**src/rtl/axis_dac_pacer_if.sv**
```systemverilog
// rtl/axis_dac_pacer_if.sv - AXI-Stream-like sample stream carrying TX samples into the DAC pacer
interface axis_dac_pacer_if #(
    parameter int DATA_WIDTH = 16
);
    logic [DATA_WIDTH-1:0] tdata;
    logic                  tvalid;
    logic                  tready;
    logic                  tlast;

    modport master (output tdata, output tvalid, output tlast, input tready);
    modport slave  (input tdata, input tvalid, input tlast, output tready);
endinterface

```
**src/rtl/axis_dac_pacer.sv**
```systemverilog
// rtl/axis_dac_pacer.sv - FIFO-buffered, divider-paced sample release to a DAC; macro DAC_PACER_HOLD_EN holds last sample on underflow
module axis_dac_pacer #(
    parameter int DATA_WIDTH  = 16,
    parameter int FIFO_AW     = 4,
    parameter int PRIME_LEVEL = 8,
    parameter int DIV_WIDTH   = 16,
    parameter int UCNT_WIDTH  = 16
) (
    input  logic                  aclk,
    input  logic                  areset,
    input  logic                  enable,
    input  logic [DIV_WIDTH-1:0]  rate_div,
    axis_dac_pacer_if.slave       s_axis,
    output logic [DATA_WIDTH-1:0] dac_data,
    output logic                  dac_strobe,
    output logic [FIFO_AW:0]      fifo_level,
    output logic [UCNT_WIDTH-1:0] underflow_count,
    output logic                  running
);
    localparam int                    DEPTH     = 2 ** FIFO_AW;
    localparam logic [FIFO_AW:0]      DEPTH_LVL = (FIFO_AW + 1)'(DEPTH);
    localparam logic [FIFO_AW:0]      PRIME_LVL = (FIFO_AW + 1)'(PRIME_LEVEL);
    localparam logic [DATA_WIDTH-1:0] MIDSCALE  = {1'b1, {(DATA_WIDTH - 1){1'b0}}};

    typedef enum logic [1:0] {IDLE, PRIME, RUN, TAIL} state_t;

    state_t                  state, state_next;
    logic [DATA_WIDTH:0]     mem [DEPTH];
    logic [FIFO_AW-1:0]      wr_ptr, rd_ptr;
    logic [FIFO_AW:0]        level, last_cnt;
    logic [DIV_WIDTH-1:0]    div_cnt;
    logic                    push, pop, full, empty, tick, head_last;
    logic [DATA_WIDTH-1:0]   head_data, head_code, uflow_code, out_val;
    logic                    out_load, uflow;

    assign full          = (level == DEPTH_LVL);
    assign empty         = (level == '0);
    assign s_axis.tready = !full && !areset;
    assign push          = s_axis.tvalid && s_axis.tready;
    assign {head_last, head_data} = mem[rd_ptr];
    // Two's complement to offset binary: flip the sign bit.
    assign head_code     = {~head_data[DATA_WIDTH-1], head_data[DATA_WIDTH-2:0]};
    assign tick          = enable && (state != IDLE) && (div_cnt == '0);
    assign fifo_level    = level;
    assign running       = (state == RUN) || (state == TAIL);

`ifdef DAC_PACER_HOLD_EN
    logic [DATA_WIDTH-1:0] last_code;

    // Remember the most recently played code so an underflow can repeat it.
    always_ff @(posedge aclk) begin
        if (areset)   last_code <= MIDSCALE;
        else if (pop) last_code <= head_code;
    end

    assign uflow_code = last_code;
`else
    assign uflow_code = MIDSCALE;
`endif

    // FIFO storage: data plus its tlast flag.
    always_ff @(posedge aclk) begin
        if (push) mem[wr_ptr] <= {s_axis.tlast, s_axis.tdata};
    end

    // FIFO pointers, occupancy and count of buffered burst ends.
    always_ff @(posedge aclk) begin
        if (areset) begin
            wr_ptr   <= '0;
            rd_ptr   <= '0;
            level    <= '0;
            last_cnt <= '0;
        end else begin
            if (push) wr_ptr <= wr_ptr + 1'b1;
            if (pop)  rd_ptr <= rd_ptr + 1'b1;
            case ({push, pop})
                2'b10:   level <= level + 1'b1;
                2'b01:   level <= level - 1'b1;
                default: level <= level;
            endcase
            case ({push && s_axis.tlast, pop && head_last})
                2'b10:   last_cnt <= last_cnt + 1'b1;
                2'b01:   last_cnt <= last_cnt - 1'b1;
                default: last_cnt <= last_cnt;
            endcase
        end
    end

    // Sample-period divider; parked at rate_div whenever the pacer is idle.
    always_ff @(posedge aclk) begin
        if (areset)                          div_cnt <= '0;
        else if (!enable || state == IDLE)   div_cnt <= rate_div;
        else if (div_cnt == '0)              div_cnt <= rate_div;
        else                                 div_cnt <= div_cnt - 1'b1;
    end

    // State register.
    always_ff @(posedge aclk) begin
        if (areset) state <= IDLE;
        else        state <= state_next;
    end

    // Next state and per-tick output decision.
    always_comb begin
        state_next = state;
        pop        = 1'b0;
        out_load   = 1'b0;
        out_val    = MIDSCALE;
        uflow      = 1'b0;
        if (!enable) begin
            state_next = IDLE;
        end else begin
            case (state)
                IDLE: state_next = PRIME;
                PRIME: begin
                    if (level >= PRIME_LVL || last_cnt != '0) state_next = RUN;
                end
                RUN: begin
                    if (tick) begin
                        out_load = 1'b1;
                        if (!empty) begin
                            pop     = 1'b1;
                            out_val = head_code;
                            if (head_last) state_next = TAIL;
                        end else begin
                            out_val    = uflow_code;
                            uflow      = 1'b1;
                            state_next = PRIME;
                        end
                    end
                end
                TAIL: begin
                    if (tick) begin
                        out_load   = 1'b1;
                        state_next = IDLE;
                    end
                end
                default: state_next = IDLE;
            endcase
        end
    end

    // Registered DAC outputs and saturating underflow counter.
    always_ff @(posedge aclk) begin
        if (areset) begin
            dac_data        <= MIDSCALE;
            dac_strobe      <= 1'b0;
            underflow_count <= '0;
        end else begin
            dac_strobe <= out_load;
            if (out_load)     dac_data <= out_val;
            else if (!enable) dac_data <= MIDSCALE;
            if (uflow && underflow_count != '1) underflow_count <= underflow_count + 1'b1;
        end
    end
endmodule

```
**src/flat_wrapper.sv**
```systemverilog
// flat-port wrapper written by rule: the top's interface ports become plain ports
module axis_dac_pacer_flat 
#(
    parameter int DATA_WIDTH  = 16,
    parameter int FIFO_AW     = 4,
    parameter int PRIME_LEVEL = 8,
    parameter int DIV_WIDTH   = 16,
    parameter int UCNT_WIDTH  = 16
)
  (aclk, areset, enable, rate_div, dac_data, dac_strobe, fifo_level, underflow_count, running, s_axis_tdata, s_axis_tvalid, s_axis_tlast, s_axis_tready);
  axis_dac_pacer_if #(.DATA_WIDTH(DATA_WIDTH)) s_axis_i ();
  input  logic aclk;
  input  logic areset;
  input  logic enable;
  input  logic [DIV_WIDTH-1:0] rate_div;
  output logic [DATA_WIDTH-1:0] dac_data;
  output logic dac_strobe;
  output logic [FIFO_AW:0] fifo_level;
  output logic [UCNT_WIDTH-1:0] underflow_count;
  output logic running;
  input wire logic [$bits(s_axis_i.tdata)-1:0] s_axis_tdata;
  input wire logic [$bits(s_axis_i.tvalid)-1:0] s_axis_tvalid;
  input wire logic [$bits(s_axis_i.tlast)-1:0] s_axis_tlast;
  output wire logic [$bits(s_axis_i.tready)-1:0] s_axis_tready;
  assign s_axis_i.tdata = s_axis_tdata;
  assign s_axis_i.tvalid = s_axis_tvalid;
  assign s_axis_i.tlast = s_axis_tlast;
  assign s_axis_tready = s_axis_i.tready;
  axis_dac_pacer #(.DATA_WIDTH(DATA_WIDTH), .FIFO_AW(FIFO_AW), .PRIME_LEVEL(PRIME_LEVEL), .DIV_WIDTH(DIV_WIDTH), .UCNT_WIDTH(UCNT_WIDTH)) u_core (.aclk(aclk), .areset(areset), .enable(enable), .rate_div(rate_div), .s_axis(s_axis_i), .dac_data(dac_data), .dac_strobe(dac_strobe), .fifo_level(fifo_level), .underflow_count(underflow_count), .running(running));
endmodule
```
**config.mk**
```make
export PLATFORM = sky130hd
export DESIGN_NAME = axis_dac_pacer_flat
export DESIGN_NICKNAME = d
export VERILOG_FILES = /design/src/rtl/axis_dac_pacer_if.sv /design/src/rtl/axis_dac_pacer.sv /design/src/flat_wrapper.sv
export SDC_FILE = /design/constraint.sdc
export NUM_CORES = 1
export LEC_CHECK = 0
export ABC_CLOCK_PERIOD_IN_PS = 3300
export BUFFER_PORTS_ARGS = -buffer_cell sky130_fd_sc_hd__buf_2
export CAP_MARGIN = 20
export CORE_AREA = 2 2 163 165
export CTS_BUF_LIST = sky130_fd_sc_hd__clkbuf_16
export DETAILED_ROUTE_END_ITERATION = 10
export DIE_AREA = 0 0 165 167
export PLACE_DENSITY = 0.79
export SYNTH_ARGS = -nofsm -noshare
export SYNTH_HDL_FRONTEND = slang
export SYNTH_SLANG_ARGS = --single-unit
```
**constraint.sdc**
```tcl
create_clock -name aclk -period 3.3 [get_ports aclk]
set_input_delay 0.33 -clock aclk [delete_from_list [all_inputs] [get_ports aclk]]
set_output_delay 0.33 -clock aclk [all_outputs]
set_load 0.005 [all_outputs]
```
==> out/results.tsv, run 1 <==
metric	value	unit
status	completed	
Worst R2R End	u_core.last_cnt[4]$_SDFFE_PP0P_	
count of final hold-check violations	0	
Initial DRT Pass Iterations	5	
vias in the first global route	7721	
maximum vdd drop	0.457	mV
Cell Rows	59	
synth warn	0	
MaxCap Viol Count	0	
Initial Util	0.543	
leading area contributor after synthesis	edfxtp_1	
Synth Flop Type	edfxtp_1	
largest family of logic cells by synthesized area	multiplexers	
worst slew margin relative to its limit	0.504	
Crit. End Element	flop	
grt ovf	0	
cell area after layout	0.0162	sq mm
ANT nets after route	0	
Post-Synth Adder-Cell Area	0.0148	
routability cong.	0.812	
Post-Syn Area	0.0140	sq mm
Final Skew	0.0160	ns
worst skew pair latency	0.52	ns
Vias/cell	5.98	
pin count of the biggest net entering global routing	58	
layout cell share with drive strength beyond 1	0.281	
ys async rst share	0	
placed cell area	0.0151	sq mm
syn_nets	903	
critical path fanouts, max	6	
PwrDens	539	mW/mm^2
Die Width	165	microns
Syn Area/Cell	16.5	sq um
Pins Over Slew Limit	0	
actual slew at the worst max-slew pin	0.744	ns
Root Driver	clkbuf_16	
leak pwr	0.00545	uW
Residual DRC	0	
worst r2r path cells	12	
Inserted Clock Buffers	35	
hold path cells	3	
XOR/XNOR Fraction of Synth Area	0.0169	
placed cells	1260	
worst min-delay path category	input port to flop	
Die ar.	0.0276	sq mm
Final Instance Count excl. Fillers	1326	
Core Util, Final	0.627	
mux share of post-synthesis cell area	0.127	
WHS Endpoint	u_core.div_cnt[1]$_SDFF_PP0_	
fmax	0.332	GHz
Port Buf Inserts	76	
Ant. Diodes	0	
post-route clock period utilization	0.914	
Worst EP arrival	3.40	ns
Die H	167	microns
post-synthesis simple-gate area fraction	0.0778	
r2r setup slk	0.29	ns
#FFs+latches synth	345	
Post-Route WL	28600	microns
clock buffer depth	3	
commonest non-fill, non-tap cells in the layout	edfxtp_1 (272), buf_2 (76), dfxtp_1 (69)	
Avg WL per Cell	21.6	microns
Iter 0 DRT Violations	793	
io pins	77	
Yosys top cell area share	0.584	
antenna violations before repair	0	
commonest non-fill, non-tap cell in the layout	edfxtp_1	
Critical Path RT	3.68	ns
dpl hpwl	17300	microns
post-synthesis compound-gate area fraction	0.0567	
Min Hold Slack	0.0881	ns
area of the core	0.0258	sq mm
endpoints failing setup	0	
hold_sp	rate_div[1]	
CTS tree	built	
Net count, final	1018	
synth unique cells	62	
EDFF count, synth	272	
Worst Path Class, Setup	flop to flop	
Period minus WS final	3.01	ns
CTS clk-pin slew, worst paths	0.06	ns
CTS H-Tree Depth	2	
vias	7928	
register area share after synthesis	0.688	
gr usage total	0.214	
CTS Sinks	345	
first-pass GRT wire length	44300	microns
Synth area leaders	edfxtp_1 (58%), mux4_2 (11%), dfxtp_1 (10%), a211oi_1 (1.6%), nor2_1 (1.6%)	
Cells after Synth	850	
P&R area growth vs syn	15.5	%
Worst Setup Start Kind	flop	
Tot Pwr	8710	uW
-- state kept, by name, summed over array words and instances, names as in the netlist, named ones only --
| register | flops |
|---|---|
| u_core.mem | 272 |
| u_core.dac_data | 16 |
| u_core.div_cnt | 16 |
| u_core.underflow_count | 16 |
| u_core.fifo_level | 5 |
| u_core.last_cnt | 5 |
| u_core.rd_ptr | 4 |
| u_core.wr_ptr | 4 |
| u_core.state | 2 |
| u_core.dac_strobe | 1 |
-- how the worst max path moves through the flow --
stage and to:
2_1_floorplan u_core.last_cnt[4]$_SDFFE_PP0P_, 3_5_place_dp u_core.last_cnt[4]$_SDFFE_PP0P_, 3_3_place_gp u_core.last_cnt[4]$_SDFFE_PP0P_, 6_report u_core.last_cnt[4]$_SDFFE_PP0P_, 4_1_cts u_core.last_cnt[4]$_SDFFE_PP0P_, 5_1_grt u_core.last_cnt[4]$_SDFFE_PP0P_
-- critical path: stages (launching register included) --
cell and delay (ns):
dfxtp_4 0.40, mux4_2 0.52, a22oi_1 0.17, and3_1 0.25
nor2b_4 0.06, ha_1 0.21, xor2_1 0.14, ha_1 0.25
or3b_2 0.46, a21oi_1 0.13, o21ai_0 0.10, xor2_1 0.14
nor2_1 0.05
-- logic make-up after synthesis --
family / after synthesis
flip-flops: 345
AND/OR/NAND/NOR: 193
AO/OA/AOI/OAI: 119
multiplexers: 92
buffers and inverters: 58
XOR/XNOR: 27
adder cells (fa/ha/maj): 16
-- Yosys cell counts (9+ instances only) --
cell	n
mux4_2	68
dfxtp_1	73
nand3_1	16
nor2b_1	23
o21ai_0	11
nor3_1	11
edfxtp_1	272
a22o_1	15
buf_2	9
a211oi_1	30
nor2_1	60
a21oi_1	41
nand2_1	22
xor2_1	12
clkbuf_1	31
mux2i_1	22
xnor2_1	15
inv_1	12
ha_1	15
-- routing by layer --
| layer | wire length (microns) | GRT usage | part of all wire | vias up |
|---|---|---|---|---|
| met1 | 11700 | 0.298 | 0.41 | 3958 |
| li1 | - | - | - | 3598 |
| met2 | 14100 | 0.348 | 0.49 | 312 |
| met4 | 846 | 0.0718 | 0.030 | 0 |
| met5 | 0 | 0 | 0 | - |
| met3 | 1950 | 0.0341 | 0.068 | 60 |
-- power breakdown --
group	switching (uW)	internal (uW)
combinational	175	116
clock	1570	2100
sequential	32.1	4730
total	1780	6940
-- stage by stage --
stage	TNS, ns	setup slack (ns)
2_1_floorplan	0	0.00855
3_3_place_gp	0	0.167
3_5_place_dp	0	0.121
4_1_cts	0	0.0961
5_1_grt	-0.00229	-0.00229
6_report	0	0.285
-- layout make-up --
class | count | area (sq um)
clock buffer | 35 | 876
clock inverter | 28 | 189
fill | 1830 | 9600
inverter | 12 | 45.0
multi-input combinational | 447 | 4180
sequential | 345 | 9640
tap | 335 | 419
timing repair buffer | 124 | 816
-- timing repair --
action,in CTS,in global routing
resized for setup,0,4
hold buffers,0,0
endpoints found under the setup margin,0,1
buffers inserted,0,3
Power figures use the tool's default switching activity.
==> run 2: changes to the inputs <==
--- a/config.mk
+++ b/config.mk
@@ -5,13 +5,14 @@
 export SDC_FILE = /design/constraint.sdc
 export NUM_CORES = 1
 export LEC_CHECK = 0
-export ABC_CLOCK_PERIOD_IN_PS = 3300
-export BUFFER_PORTS_ARGS = -buffer_cell sky130_fd_sc_hd__buf_2
+export ABC_AREA = 1
+export ABC_CLOCK_PERIOD_IN_PS = 3120
 export CAP_MARGIN = 20
-export CORE_AREA = 2 2 163 165
+export CORE_AREA = 2 2 160 162
 export CTS_BUF_LIST = sky130_fd_sc_hd__clkbuf_16
 export DETAILED_ROUTE_END_ITERATION = 10
-export DIE_AREA = 0 0 165 167
+export DIE_AREA = 0 0 162 164
+export DONT_BUFFER_PORTS = 1
 export PLACE_DENSITY = 0.79
 export SYNTH_ARGS = -nofsm -noshare
 export SYNTH_HDL_FRONTEND = slang
==> constraint.sdc (replaced) <==
create_clock -name aclk -period 3.12 [get_ports aclk]
set_input_delay 0.312 -clock aclk [delete_from_list [all_inputs] [get_ports aclk]]
set_output_delay 0.312 -clock aclk [all_outputs]
set_load 0.005 [all_outputs]
==> run 2 against run 1 <==
Effect of this change:
- clock power is 19% higher
- core utilization is 4.1 points higher
- final cell count is 35% higher
- routed wire length is 20% higher
- total power is 11% higher
- register-to-register slack better by 0.05 ns
==> out/results.tsv, run 2 <==
metric	value	unit	change
MaxCap Viol Count	0		unchanged
Worst EP arrival	3.20	ns	-0.20 ns
fmax	0.359	GHz	+8.2%
Initial DRT Pass Iterations	8		+3
largest family of logic cells by synthesized area	simple AND/OR/NAND/NOR gates		
io pins	77		unchanged
synth unique cells	39		-37%
Syn Area/Cell	10.4	sq um	-37%
syn_nets	1466		+62%
Initial Util	0.594		+0.0509
Buf/Inv on CP	1		+1
Final Skew	0.0187	ns	+0.00272 ns
area of the core	0.0248	sq mm	-3.7%
Yosys top cell area share	0.554		-0.0297
max reg flops	272		unchanged
Residual DRC	0		unchanged
Worst Path Class, Setup	flop to flop		
Met2 Wirelength	16300	microns	+15%
P&R area growth vs syn	12.5	%	
gr usage total	0.261		+0.0464
vias	10500		+33%
#FFs+latches synth	345		unchanged
pin count of the biggest net entering global routing	88		+52%
CP max stage cell	dfxtp_1		
Post-Syn Area	0.0147	sq mm	+5.4%
grt ovf	0		unchanged
worst r2r path cells	17		+5
Die Width	162	microns	-1.8%
Period minus WS final	2.79	ns	-0.228 ns
Net count, final	1492		+47%
Reg-to-Reg Start	u_core.div_cnt[8]$_SDFF_PP0_		
Worst R2R End	u_core.last_cnt[4]$_SDFFE_PP0P_		
mux share of post-synthesis cell area	0		-0.127
XOR/XNOR Fraction of Synth Area	0.0184		+0.00152
met3 routed WL	3190	microns	+64%
EDFF count, synth	272		unchanged
Synth area leaders	edfxtp_1 (55%), dfxtp_1 (9.9%), nor2_1 (7.0%), nand3_1 (4.9%), nand2_1 (4.6%)		
Pins Over Slew Limit	0		unchanged
worst slew margin relative to its limit	0.428		-0.0763
CTS tree	built		
Vias/cell	5.87		-1.8%
PwrDens	584	mW/mm^2	+8.4%
worst skew pair latency	0.53	ns	about the same
uppermost layer routed	met4		
commonest non-fill, non-tap cell in the layout	edfxtp_1		
Post-Synth Adder-Cell Area	0.0141		-0.000756
Avg WL per Cell	19.2	microns	-11%
Cells after Synth	1413		+66%
clock buffer depth	3		unchanged
endpoints failing setup	0		unchanged
status	completed		
Worst Setup Start Kind	flop		
Most common cell on crit path	nor2_1		
fill count	1757		-4.0%
Core Util, Final	0.668		+0.0411
DRT met1 WL	13600	microns	+16%
leak pwr	0.00591	uW	+8.4%
critical path fanouts, max	4		-2
CTS clk-pin slew, worst paths	0.06	ns	about the same
routability cong.	0.909		+12%
Iter 0 DRT Violations	1241		+56%
layout cell share with drive strength beyond 1	0.0991		-0.181
Inserted Clock Buffers	37		+5.7%
Post-Route WL	34400	microns	+20%
count of final hold-check violations	0		unchanged
Min Hold Slack	0.0206	ns	-0.0676 ns
Crit. End Element	flop		
Cell Rows	58		-1.7%
Die ar.	0.0266	sq mm	-3.6%
post-route clock period utilization	0.893		-0.0203
crit path from	u_core.div_cnt[8]$_SDFF_PP0_		
register area share after synthesis	0.653		-0.0351
dpl hpwl	20100	microns	+16%
CTS Sinks	345		unchanged
cell depth of the worst setup path	17		+5
RSZ-0062 raised after global routing	false		
Most flops, register	u_core.mem		
post-synthesis compound-gate area fraction	0.0875		+0.0308
ANT nets after route	0		unchanged
Critical Path RT	3.54	ns	-0.14 ns
Synth top cells by count	nor2_1 (273), edfxtp_1 (272), nand2_1 (181), nand3_1 (145), o21ai_0 (132)		
crit-path leading delay family	simple AND/OR/NAND/NOR gates		
vias in the first global route	9962		+29%
Port Buf Inserts	0		-100%
synth warn	0		unchanged
Root Driver	clkbuf_16		
maximum vdd drop	0.475	mV	+3.9%
Synth Flop Type	edfxtp_1		
post-synthesis simple-gate area fraction	0.182		+0.105
antenna violations before repair	1		+1
Die H	164	microns	-1.8%
leading area contributor after synthesis	edfxtp_1		
ys async rst share	0		unchanged
CTS H-Tree Depth	2		unchanged
first-pass GRT wire length	53300	microns	+20%
r2r setup slk	0.33	ns	+0.05 ns
commonest non-fill, non-tap cells in the layout	edfxtp_1 (272), nor2_1 (255), nand2_1 (181)		
worst setup path endpoint	u_core.last_cnt[4]$_SDFFE_PP0P_		
top-count cell post-synth	nor2_1		
Critical Path, Cell by Cell	nor2_1, nand2_1, nor2_1, nand3_2, clkinv_1, nand2_2, nor3_2, ha_2, xor2_2, ha_1, a21o_1, nand2_1, nor2_1, a21oi_1, o21ai_0, nor2_1, nor2_1		
slowest stage delay, CP	0.33	ns	-0.19 ns
actual slew at the worst max-slew pin	0.858	ns	+0.114 ns
Final TNS setup	0	ns	unchanged
worst min-delay path category	input port to flop		
[run 2: changes by cell type after synthesis, moves of 12 or more]
| cell | delta |
|---|---|
| mux2i_1 | -22 |
| nand2_1 | +159 |
| buf_2 | +12 |
| a21oi_1 | +17 |
| nand3_1 | +129 |
| a22o_1 | -15 |
| o21ai_0 | +121 |
| nor2b_1 | -23 |
| inv_1 | +66 |
| mux4_2 | -68 |
| o211ai_1 | +25 |
| a211oi_1 | -30 |
| nor2_1 | +213 |
[run 2: worst min path at each step]
stage          slack (ns)  cells after the start                              end                    startpoint
6_report             0.02                      2     u_core.div_cnt[2]$_SDFF_PP0_                   rate_div[2]
3_5_place_dp         0.38                      1  u_core.dac_data[6]$_SDFFE_PP0P_                        areset
3_3_place_gp         0.38                      1  u_core.dac_data[8]$_SDFFE_PP0P_                        areset
4_1_cts              0.01                      2    u_core.div_cnt[13]$_SDFF_PP0_                  rate_div[13]
5_1_grt              0.03                      2    u_core.div_cnt[13]$_SDFF_PP0_                  rate_div[13]
2_1_floorplan        0.41                      1     u_core.div_cnt[0]$_SDFF_PP0_  u_core.div_cnt[0]$_SDFF_PP0_
[run 2: per-stage QoR]
| step | area [sq um] | instances | worst slack (ns) | power (uW) |
|---|---|---|---|---|
| after global routing | 16600 | 1794 | 0.0402 | 9980 |
| after detailed placement | 15100 | 1708 | 0.264 | 5360 |
| final | 16600 | 1794 | 0.333 | 9700 |
| after floorplan | 14700 | 1413 | 0.503 | 5310 |
| after CTS | 16600 | 1793 | 0.179 | 9730 |
| after global placement | 15100 | 1708 | 0.374 | 5350 |
[run 2: timing repair]
action | CTS | global route
hold buffers | 22 | 0
endpoints found under the hold margin | 325 | 0
resized for setup | 0 | 5
setup endpoints to repair | 0 | 1
buffers inserted | 0 | 0
[run 2: power breakdown]
part           switching, uW  total [uW]  internal (uW)  leakage [uW]
logic                    216         313           97.2       0.00224
registers               33.3        5040           5000       0.00305
clock network           1700        4350           2650      0.000618
[run 2: area by class of cell]
class / count / area, sq um / area share
Antenna cell: 1 / 2.50 / 0.000151
Clock buffer: 37 / 926 / 0.0558
Clock inverter: 26 / 277 / 0.0167
Inverter: 85 / 319 / 0.0192
Multi-Input combinational cell: 912 / 4520 / 0.272
Sequential cell: 345 / 9630 / 0.581
Tap cell: 330 / 413 / 0.0249
Timing Repair Buffer: 58 / 500 / 0.0302
[run 2: cell families after synthesis]
kind of cell             count (synthesis)
flip-flops                             345
adder cells (fa/ha/maj)                 16
AO/OA/AOI/OAI                          232
XOR/XNOR                                31
buffers and inverters                  156
AND/OR/NAND/NOR                        633
[run 2: per-layer routing]
layer	global-route usage	vias up
li1	-	4913
met1	0.345	4993
met2	0.428	522
met3	0.0535	101
met4	0.103	0
met5	0	-
==> run 3: changes to the inputs <==
--- a/config.mk
+++ b/config.mk
@@ -6,12 +6,12 @@
 export NUM_CORES = 1
 export LEC_CHECK = 0
 export ABC_AREA = 1
-export ABC_CLOCK_PERIOD_IN_PS = 3120
+export ABC_CLOCK_PERIOD_IN_PS = 2500
 export CAP_MARGIN = 20
-export CORE_AREA = 2 2 160 162
+export CORE_AREA = 2 2 164 166
 export CTS_BUF_LIST = sky130_fd_sc_hd__clkbuf_16
 export DETAILED_ROUTE_END_ITERATION = 10
-export DIE_AREA = 0 0 162 164
+export DIE_AREA = 0 0 166 168
 export DONT_BUFFER_PORTS = 1
 export PLACE_DENSITY = 0.79
 export SYNTH_ARGS = -nofsm -noshare
==> constraint.sdc (replaced) <==
create_clock -name aclk -period 2.5 [get_ports aclk]
set_input_delay 0.25 -clock aclk [delete_from_list [all_inputs] [get_ports aclk]]
set_output_delay 0.25 -clock aclk [all_outputs]
set_load 0.005 [all_outputs]
==> run 3 against run 2 <==
Effect of this change:
- the flow now finishes with violations (setup timing)
- global-route usage down 0.93 points
- routed wire length rose by 4.5%
- register-to-register slack worse by 0.34 ns
==> out/results.tsv, run 3 (synthesis results as in run 2) <==
metric	value	unit	change
Initial Util	0.559		-0.0345
Sw Ratio	0.214		+0.0126
failing checks	setup timing		
area of the core	0.0264	sq mm	+6.2%
Avg WL per Cell	19.3	microns	+0.81%
P&R area growth vs syn	16.1	%	
DRT met1 WL	13800	microns	+1.8%
Pins Over Slew Limit	0		unchanged
critical path fanouts, max	4		unchanged
Crit. End Element	flop		
Post-Route WL	35900	microns	+4.5%
Pint	9400	uW	+21%
clock buffer depth	3		unchanged
sequential share of power	0.525		+0.006
met3 routed WL	3520	microns	+10%
vias	10800		+2.3%
r2r setup slk	-0.009	ns	-0.34 ns
final setup margin	-0.00929	ns	-0.342 ns
Die Width	166	microns	+2.5%
Cell Rows	60		+3.4%
Period minus WS final	2.51	ns	-0.278 ns
ANT nets after route	0		unchanged
pre-CTS setup slack	-0.145	ns	-0.409 ns
vias in the first global route	10200		+2.6%
P_sw	2550	uW	+31%
CTS Sinks	345		unchanged
Worst Path Class, Setup	flop to flop		
Residual DRC	0		unchanged
Inserted Clock Buffers	36		-2.7%
sequential cell area	0.00964	sq mm	about the same
Worst Setup Start Kind	flop		
status	finished with violations		
combinational group share of total power	0.042		+0.010
Root Driver	clkbuf_16		
routability cong.	0.882		-3.0%
commonest non-fill, non-tap cell in the layout	edfxtp_1		
Die H	168	microns	+2.4%
endpoints failing setup	1		+1
MaxCap Viol Count	0		unchanged
fmax	0.399	GHz	+11%
count of final hold-check violations	0		unchanged
Critical Path, Cell by Cell	inv_2, ha_4, nand3_2, nor2_4, nand3_2, inv_2, nand2_4, nor3_4, ha_4, xor2_2, ha_2, a21o_1, nand2_1, nor2_2, a21oi_1, o21ai_1, nand2_1, nand2_1, nor2_1		
maximum vdd drop	0.650	mV	+37%
Most common cell on crit path	nand2_1		
Net count, final	1543		+3.4%
actual slew at the worst max-slew pin	1.10	ns	+0.241 ns
Vias/cell	5.79		-1.3%
Worst R2R End	u_core.last_cnt[4]$_SDFFE_PP0P_		
worst min-delay path category	input port to flop		
crit path from	u_core.div_cnt[1]$_SDFF_PP0_		
cell area after layout	0.0171	sq mm	+3.1%
grt ovf	0		unchanged
Reg-to-Reg Start	u_core.div_cnt[1]$_SDFF_PP0_		
Critical Path RT	2.92	ns	-0.62 ns
worst setup path endpoint	u_core.last_cnt[4]$_SDFFE_PP0P_		
CTS tree	built		
antenna violations before repair	2		+1
fill count	1848		+5.2%
Initial DRT Pass Iterations	5		-3
pin count of the biggest net entering global routing	162		+84%
PwrDens	699	mW/mm^2	+20%
commonest non-fill, non-tap cells in the layout	edfxtp_1 (272), nor2_1 (248), nand2_1 (179)		
CTS clk-pin slew, worst paths	0.06	ns	about the same
RSZ-0062 raised after global routing	true		
gr usage total	0.251		-0.00926
Iter 0 DRT Violations	1327		+6.9%
area of the multi-input gates	0.00462	sq mm	+2.2%
placed cell area	0.0155	sq mm	+2.4%
CP max stage cell	dfxtp_2		
Met2 Wirelength	17300	microns	+5.9%
clock share of power	0.433		-0.015
Worst EP arrival	2.93	ns	-0.27 ns
max reg flops	272		unchanged
first-pass GRT wire length	55200	microns	+3.6%
worst slew margin relative to its limit	0.267		-0.161
Min Hold Slack	0.00783	ns	-0.0127 ns
Most flops, register	u_core.mem		
layout cell share with drive strength beyond 1	0.140		+0.0413
leak pwr	0.00616	uW	+4.3%
Final Skew	0.0154	ns	-0.00329 ns
dpl hpwl	21200	microns	+5.1%
io pins	77		unchanged
worst r2r path cells	19		+2
slowest stage delay, CP	0.32	ns	about the same
CTS H-Tree Depth	2		unchanged
Port Buf Inserts	0		unchanged
worst skew pair latency	0.53	ns	about the same
post-route clock period utilization	1.00		+0.110
Die ar.	0.0279	sq mm	+5.0%
uppermost layer routed	met5		
[run 3: metal layers]
metal	GRT usage	vias up
met1	0.330	5105
li1	-	5022
met4	0.0911	2
met2	0.414	540
met5	0	-
met3	0.0581	101
[run 3: worst max-delay path: cells and delay by family (launching register included)]
family | cells | cell delay, ns
DFF | 1 | 0.32
AOI/OAI and AO/OA | 3 | 0.28
xor gates and xnor gates | 1 | 0.17
buffers and inverters | 2 | 0.15
adders and majority gates | 3 | 0.54
and+or+nand+nor | 10 | 0.96
[run 3: final cells by class]
class | count | area share
diodes | 1 | 0.000146
clock buffers | 36 | 0.0527
clock inverters | 29 | 0.0147
inverters | 85 | 0.0188
multi-input cells | 912 | 0.270
flip-flops and latches | 345 | 0.563
well taps | 341 | 0.0249
repair buffers | 110 | 0.0556
[run 3: what timing repair did]
item,in CTS,in global routing
gates resized for setup,9,22
hold buffers,31,0
hold endpoints to repair,334,0
setup buffers,0,3
setup endpoints to repair,4,5
pin swaps,2,7
[run 3: how the worst min path moves through the flow]
stage               startpoint                          endpoint  slack, ns  cells after the start
2_1_floorplan  s_axis_tdata[0]        u_core.mem[0][0]$_DFFE_PP_       0.35                      0
3_3_place_gp            areset  u_core.dac_data[14]$_SDFFE_PP0P_       0.32                      1
3_5_place_dp            areset  u_core.dac_data[14]$_SDFFE_PP0P_       0.32                      1
4_1_cts            rate_div[3]      u_core.div_cnt[3]$_SDFF_PP0_     0.0006                      2
5_1_grt           rate_div[14]     u_core.div_cnt[14]$_SDFF_PP0_       0.01                      2
6_report          rate_div[14]     u_core.div_cnt[14]$_SDFF_PP0_      0.008                      2
[run 3: through the flow]
step                      instances   util  setup TNS (ns)  power [uW]
final                          1859  0.649        -0.00929       12000
after global routing           1859  0.649          -0.316       12300
after CTS                      1855  0.646               0       12000
after detailed placement       1759  0.588          -0.293        6750
after global placement         1759  0.588         -0.0238        6740
after floorplan                1413      -               0        6630
[run 3: power groups by stage]
stage | logic (uW) | registers (uW) | clock network [uW]
3_5_place_dp | 359 | 6390 | 0
4_1_cts | 478 | 6270 | 5220
6_report | 503 | 6280 | 5170
3_3_place_gp | 347 | 6390 | 0
2_1_floorplan | 230 | 6400 | 0
5_1_grt | 551 | 6280 | 5440
